==> config.mk <==
export PLATFORM = sky130hd
export DESIGN_NAME = result_drain_queue_flat
export DESIGN_NICKNAME = d
export VERILOG_FILES = /design/src/rtl/result_drain_queue_if.sv /design/src/rtl/result_drain_queue.sv /design/src/flat_wrapper.sv
export SDC_FILE = /design/constraint.sdc
export NUM_CORES = 2
export LEC_CHECK = 0
export ABC_AREA = 1
export CAP_MARGIN = 10
export CORE_UTILIZATION = 63
export CTS_BUF_LIST = sky130_fd_sc_hd__clkbuf_4
export DETAILED_ROUTE_END_ITERATION = 10
export GPL_ROUTABILITY_DRIVEN = 0
export PLACE_DENSITY_LB_ADDON = 0.12
export SYNTH_ARGS = -nofsm -noshare
export SYNTH_HDL_FRONTEND = slang
export SYNTH_SLANG_ARGS = --single-unit
==> constraint.sdc <==
create_clock -name clk_i -period 29.6 [get_ports clk_i]
set_input_delay 2.96 -clock clk_i [delete_from_list [all_inputs] [get_ports clk_i]]
set_output_delay 2.96 -clock clk_i [all_outputs]
set_load 0.005 [all_outputs]
==> src/rtl/result_drain_queue_if.sv <==
// Result/read bus between the mesh-side producer/consumer and result_drain_queue.
//   result_i       : one result row, element c = column c
//   result_valid_i : result_i holds the next row this cycle
//   read_enable_i  : request next word (row-major)
//   read_reset_i   : rewind read pointer to word 0
//   read_data_o    : registered read word
//   read_valid_o   : read_data_o valid this cycle
//   read_last_o    : accompanies the final word of the matrix
// Signal names carry the queue's point of view. The slave modport is the queue
// and the master modport is its environment.
interface result_drain_queue_if #(
  parameter int unsigned N          = 8,
  parameter int unsigned DATA_WIDTH = 32
);
  logic [N-1:0][DATA_WIDTH-1:0] result_i;
  logic                         result_valid_i;
  logic                         read_enable_i;
  logic                         read_reset_i;
  logic [DATA_WIDTH-1:0]        read_data_o;
  logic                         read_valid_o;
  logic                         read_last_o;

  modport master (
    output result_i, result_valid_i, read_enable_i, read_reset_i,
    input  read_data_o, read_valid_o, read_last_o
  );

  modport slave (
    input  result_i, result_valid_i, read_enable_i, read_reset_i,
    output read_data_o, read_valid_o, read_last_o
  );
endinterface

==> src/rtl/result_drain_queue.sv <==
// Result drain queue. It captures an N x N result matrix from the mesh, one row per cycle.
// It then streams the matrix out one word per read request, in row-major order, with one
// cycle of latency.
//   clk_i, rst_i    : clock, synchronous active-high reset
//   start_i         : arm a new capture; discards buffered contents, clears overflow
//   bus             : result rows in, read requests in, read data/valid/last out
//   results_ready_o : full matrix captured, drain permitted
//   queue_empty_o   : no unread words
//   busy_o          : capture in progress
//   overflow_o      : sticky, a row arrived while draining
// N must be at least 2.
module result_drain_queue #(
  parameter int unsigned N          = 8,
  parameter int unsigned DATA_WIDTH = 32
) (
  input  logic                      clk_i,
  input  logic                      rst_i,
  input  logic                      start_i,
  result_drain_queue_if.slave       bus,
  output logic                      results_ready_o,
  output logic                      queue_empty_o,
  output logic                      busy_o,
  output logic                      overflow_o
);

  localparam int unsigned RowCntW = $clog2(N + 1);
  localparam int unsigned RdPtrW  = $clog2(N * N + 1);
  localparam int unsigned IdxW    = $clog2(N);

  typedef enum logic [1:0] {StIdle, StCapture, StDrain} state_e;

  state_e                       state_q, state_d;
  logic [RowCntW-1:0]           row_cnt_q, row_cnt_d;
  logic [RdPtrW-1:0]            rd_ptr_q, rd_ptr_d;
  logic [DATA_WIDTH-1:0]        read_data_q, read_data_d;
  logic                         read_valid_q, read_valid_d;
  logic                         read_last_q, read_last_d;
  logic                         overflow_q, overflow_d;
  logic                         mem_we;

  // One entry per row so a whole row lands in a single write.
  logic [N-1:0][DATA_WIDTH-1:0] mem_q [N];

  logic [IdxW-1:0]              wr_row;
  logic [IdxW-1:0]              rd_row;
  logic [IdxW-1:0]              rd_col;

  assign wr_row = row_cnt_q[IdxW-1:0];
  assign rd_row = IdxW'(rd_ptr_q / RdPtrW'(N));
  assign rd_col = IdxW'(rd_ptr_q % RdPtrW'(N));

  always_comb begin
    state_d      = state_q;
    row_cnt_d    = row_cnt_q;
    rd_ptr_d     = rd_ptr_q;
    read_data_d  = read_data_q;
    read_valid_d = 1'b0;
    read_last_d  = 1'b0;
    overflow_d   = overflow_q;
    mem_we       = 1'b0;

    if (start_i) begin
      // Start wins over any row or read arriving in the same cycle.
      state_d    = StCapture;
      row_cnt_d  = '0;
      rd_ptr_d   = '0;
      overflow_d = 1'b0;
    end else begin
      unique case (state_q)
        StIdle: ;
        StCapture: begin
          if (bus.result_valid_i) begin
            mem_we = 1'b1;
            if (row_cnt_q == RowCntW'(N - 1)) begin
              state_d   = StDrain;
              row_cnt_d = '0;
              rd_ptr_d  = '0;
            end else begin
              row_cnt_d = row_cnt_q + RowCntW'(1);
            end
          end
        end
        StDrain: begin
          if (bus.result_valid_i) overflow_d = 1'b1;
          if (bus.read_reset_i) begin
            rd_ptr_d = '0;
          end else if (bus.read_enable_i) begin
            read_data_d  = mem_q[rd_row][rd_col];
            read_valid_d = 1'b1;
            rd_ptr_d     = rd_ptr_q + RdPtrW'(1);
            if (rd_ptr_q == RdPtrW'(N * N - 1)) begin
              read_last_d = 1'b1;
              state_d     = StIdle;
            end
          end
        end
        default: state_d = StIdle;
      endcase
    end
  end

  always_ff @(posedge clk_i) begin
    if (rst_i) begin
      state_q      <= StIdle;
      row_cnt_q    <= '0;
      rd_ptr_q     <= '0;
      read_data_q  <= '0;
      read_valid_q <= 1'b0;
      read_last_q  <= 1'b0;
      overflow_q   <= 1'b0;
    end else begin
      state_q      <= state_d;
      row_cnt_q    <= row_cnt_d;
      rd_ptr_q     <= rd_ptr_d;
      read_data_q  <= read_data_d;
      read_valid_q <= read_valid_d;
      read_last_q  <= read_last_d;
      overflow_q   <= overflow_d;
    end
  end

  // Buffer storage carries no reset; contents are only meaningful after a full capture.
  always_ff @(posedge clk_i) begin
    if (mem_we) mem_q[wr_row] <= bus.result_i;
  end

  assign bus.read_data_o  = read_data_q;
  assign bus.read_valid_o = read_valid_q;
  assign bus.read_last_o  = read_last_q;

  assign results_ready_o = (state_q == StDrain);
  assign queue_empty_o   = (state_q != StDrain);
  assign busy_o          = (state_q == StCapture);
  assign overflow_o      = overflow_q;

endmodule

==> src/flat_wrapper.sv <==
// flat-port wrapper written by rule: the top's interface ports become plain ports
module result_drain_queue_flat 
#(
  parameter int unsigned N          = 8,
  parameter int unsigned DATA_WIDTH = 32
)
  (clk_i, rst_i, start_i, results_ready_o, queue_empty_o, busy_o, overflow_o, bus_result_i, bus_result_valid_i, bus_read_enable_i, bus_read_reset_i, bus_read_data_o, bus_read_valid_o, bus_read_last_o);
  result_drain_queue_if #(.N(N), .DATA_WIDTH(DATA_WIDTH)) bus_i ();
  input  logic clk_i;
  input  logic rst_i;
  input  logic start_i;
  output logic results_ready_o;
  output logic queue_empty_o;
  output logic busy_o;
  output logic overflow_o;
  input wire logic [$bits(bus_i.result_i)-1:0] bus_result_i;
  input wire logic [$bits(bus_i.result_valid_i)-1:0] bus_result_valid_i;
  input wire logic [$bits(bus_i.read_enable_i)-1:0] bus_read_enable_i;
  input wire logic [$bits(bus_i.read_reset_i)-1:0] bus_read_reset_i;
  output wire logic [$bits(bus_i.read_data_o)-1:0] bus_read_data_o;
  output wire logic [$bits(bus_i.read_valid_o)-1:0] bus_read_valid_o;
  output wire logic [$bits(bus_i.read_last_o)-1:0] bus_read_last_o;
  assign bus_i.result_i = bus_result_i;
  assign bus_i.result_valid_i = bus_result_valid_i;
  assign bus_i.read_enable_i = bus_read_enable_i;
  assign bus_i.read_reset_i = bus_read_reset_i;
  assign bus_read_data_o = bus_i.read_data_o;
  assign bus_read_valid_o = bus_i.read_valid_o;
  assign bus_read_last_o = bus_i.read_last_o;
  result_drain_queue #(.N(N), .DATA_WIDTH(DATA_WIDTH)) u_core (.clk_i(clk_i), .rst_i(rst_i), .start_i(start_i), .bus(bus_i), .results_ready_o(results_ready_o), .queue_empty_o(queue_empty_o), .busy_o(busy_o), .overflow_o(overflow_o));
endmodule
==> flow_metrics.env <==
export IMPL_peakVddDrop_mv=0.0443
export IMPL_numCtsBuffers=543
export IMPL_clock_sinks=2099
export IMPL_slew_limit_headroom=0.185
export IMPL_ys_warnings_count=0
export IMPL_nets=7636
export IMPL_rsz0062_at_grt="false"
export IMPL_synth_compound_area_frac=0.00131
export IMPL_pwr_density_cell_nw_per_um2=60.8
export IMPL_post_cts_buffers=0
export IMPL_wl_per_cell_um=23.8
export IMPL_drt_iter0_markers=7609
export IMPL_synth_cell_types=26
export IMPL_ios=300
export IMPL_antenna_found_initial=37
export IMPL_drc=0
export IMPL_clk_pin_slew_ns=0.07
export IMPL_synthAdderAreaFrac=0.000299
export IMPL_vias_per_cell=6.04
export IMPL_synth_net_count=7176
export IMPL_reg2reg_depth=14
export IMPL_num_rows=133
export IMPL_clk_path_buf_depth=4
export IMPL_path_class="in -> reg"
export IMPL_cp_arrival_ns=7.58
export IMPL_syn_area_um2=83700
export IMPL_synth_simple_area_share=0.221
export IMPL_dp_cells=8582
export IMPL_die_w_um=367
export IMPL_worstHoldPathCells=1
export IMPL_grt_pass1_vias=54400
export IMPL_avgSynthCellArea_um2=12.1
export IMPL_die_h_um=367
export IMPL_drv_cap=0
export IMPL_maxSlewViolCount=0
export IMPL_clk_latency_ns=1.31
export IMPL_synth_top_cell_area_share=0.734
export IMPL_placed_area_um2=87400
export IMPL_routed_via_count=57200
export IMPL_grt_start_max_net_pins=218
export IMPL_cts_tree="done"
export IMPL_muxShareOfSynthArea=0
export IMPL_fin_cells=9468
export IMPL_cts_resized=0
export IMPL_dieArea_um2=134000
export IMPL_cts_root_buf="clkbuf_4"
export IMPL_grt_pass1_wl_um=333000
export IMPL_worst_pin_slew_ns=1.22
export IMPL_seq_area_frac_synth=0.747
export IMPL_clock_fmax_mhz=150
export IMPL_initial_core_util=0.636
export IMPL_wirelength_um=225000
export IMPL_synth_cells=6912
export IMPL_start_kind="input pin"
export IMPL_detailed_place_hpwl_um=120000
export IMPL_synth_area_top_cells="edfxtp_1 (73%), nand3_1 (12%), nand2_1 (10%), buf_2 (1.6%), dfxtp_1 (1.2%)"
export IMPL_p_leak_nw=33.4
export IMPL_cp_required_ns=30.49
export IMPL_synth_top_family_by_area="simple AND/OR/NAND/NOR gates"
export IMPL_final_area_um2=93800
export IMPL_gr_usage_all_layers=0.333
export IMPL_port_buffers=299
export IMPL_postCtsHoldBufs=0
export IMPL_hp_class="reg -> reg"
export IMPL_fin_skew_ns=0.0681
export IMPL_min_period_ns=6.68
export IMPL_hold_violations=0
export IMPL_grt_ovfl_total=0
export IMPL_synth_xor_area_share=0.000105
export IMPL_drive_gt1_frac=0.115
export IMPL_synth_seq_cells=2099
export IMPL_antenna_left=0
export IMPL_tns_ns=0
export IMPL_yosysTopAreaCell="edfxtp_1"
export IMPL_first_pass_iters=7
export IMPL_cp_max_fo=57
export IMPL_end_kind="register"
export IMPL_core_um2=132000
export IMPL_period_share=0.226
export IMPL_htreeDepth=6
export IMPL_synthToLayoutAreaGrowth_pct=12.0
export IMPL_status="complete, no violations"
export IMPL_setup_viol=0
-- cell usage after synthesis, drive strengths merged --
cell type / number
dfxtp: 51
nor3: 12
o21a: 2
clkbuf: 77
nand3: 1958
a21oi: 9
edfxtp: 2048
clkinv: 1
nor4: 1
ha: 2
nor2: 73
a211oi: 1
o31ai: 1
inv: 56
buf: 380
nor3b: 1
nand2: 2231
xor2: 1
o21ai: 7
-- critical path: stages --
cell and delay, ns:
clkdlybuf4s50_1 0.49, inv_1 0.07, nor2_2 0.20, nand2_1 0.28, nor3_2 0.20, buf_4 0.63, buf_4 0.91, buf_4 0.84
buf_4 0.85
-- layer usage --
layer	wire length (um)	vias up	GRT usage
li1	-	25800	-
met1	88400	27600	0.470
met2	104000	3363	0.500
met3	25000	454	0.0833
met4	7240	32	0.136
met5	189	-	0
-- per-stage QoR --
step	total power [W]	setup slack, ns	hold WS, ns	utilization
after floorplan	0.00337	7.85	0.450	-
after global placement	0.00343	21.81	0.467	0.664
after detailed placement	0.00344	21.75	0.472	0.664
after CTS	0.00573	23.12	0.484	0.712
after global routing	0.00589	22.85	0.534	0.712
final	0.00570	22.92	0.488	0.712
-- registers in the layout, indices dropped and copies added, names as in the netlist, named ones only --
signal                   cells
u_core.overflow_o            1
u_core.row_cnt_q             4
u_core.bus.read_last_o       1
u_core.rd_ptr_q              7
u_core.mem_q              2048
u_core.bus.read_data_o      32
u_core.bus.read_valid_o      1
u_core.state_q               2
-- cell type report --
type	count	area (um2)
Fill cell	9138	37900
Clock inverter	106	576
Antenna cell	21	52.6
Multi-Input combinational cell	4299	18700
Inverter	57	250
Clock buffer	759	5700
Sequential cell	2099	62500
Timing Repair Buffer	372	3750
Tap cell	1755	2200
-- power breakdown --
part           switching (W)  leakage, nW  internal (W)
clock                0.00110         3.80       0.00122
sequential        0.00000262         18.8       0.00327
combinational      0.0000635         10.7     0.0000392
-- cell families (layout without fill, tap and decap cells) --
family | count (synthesis) | in the layout
buffers and inverters | 514 | 1294
AOI/OAI and AO/OA | 20 | 20
DFF | 2099 | 2099
adders and majority gates | 2 | 2
and+or+nand+nor | 4276 | 4276
other | 0 | 21
xor gates and xnor gates | 1 | 1
-- worst paths after layout --
kind	from	end	slack, ns
hold reg to reg	u_core.overflow_o$_SDFFE_PP0P_	u_core.overflow_o$_SDFFE_PP0P_	0.49
hold / removal	u_core.overflow_o$_SDFFE_PP0P_	u_core.overflow_o$_SDFFE_PP0P_	0.49
setup reg to reg	register	u_core.bus.read_data_o[29]$_SDFFE_PP0P_	24.28
setup / recovery	bus_result_valid_i	u_core.mem_q[3][112]$_DFFE_PP_	22.92
-- placed cells by master, fill, tap and decap left out, types with 4 or more instances in the layout --
cell type	synthesis	routed
nand2_1	2231	2231
edfxtp_1	2048	2048
nand3_1	1958	1958
clkbuf_4	0	759
clkdlybuf4s50_1	0	298
clkinv_1	1	75
nor2_1	71	71
buf_4	35	56
inv_1	52	49
dfxtp_1	51	46
diode_2	0	21
inv_2	3	19
buf_12	0	17
a21oi_1	9	9
nor3_2	0	8
clkinv_2	0	8
bufinv_16	0	6
o21ai_0	5	5
dfxtp_4	0	5
nor3_1	12	4
No activity file was read; power rests on OpenSTA's default activity.
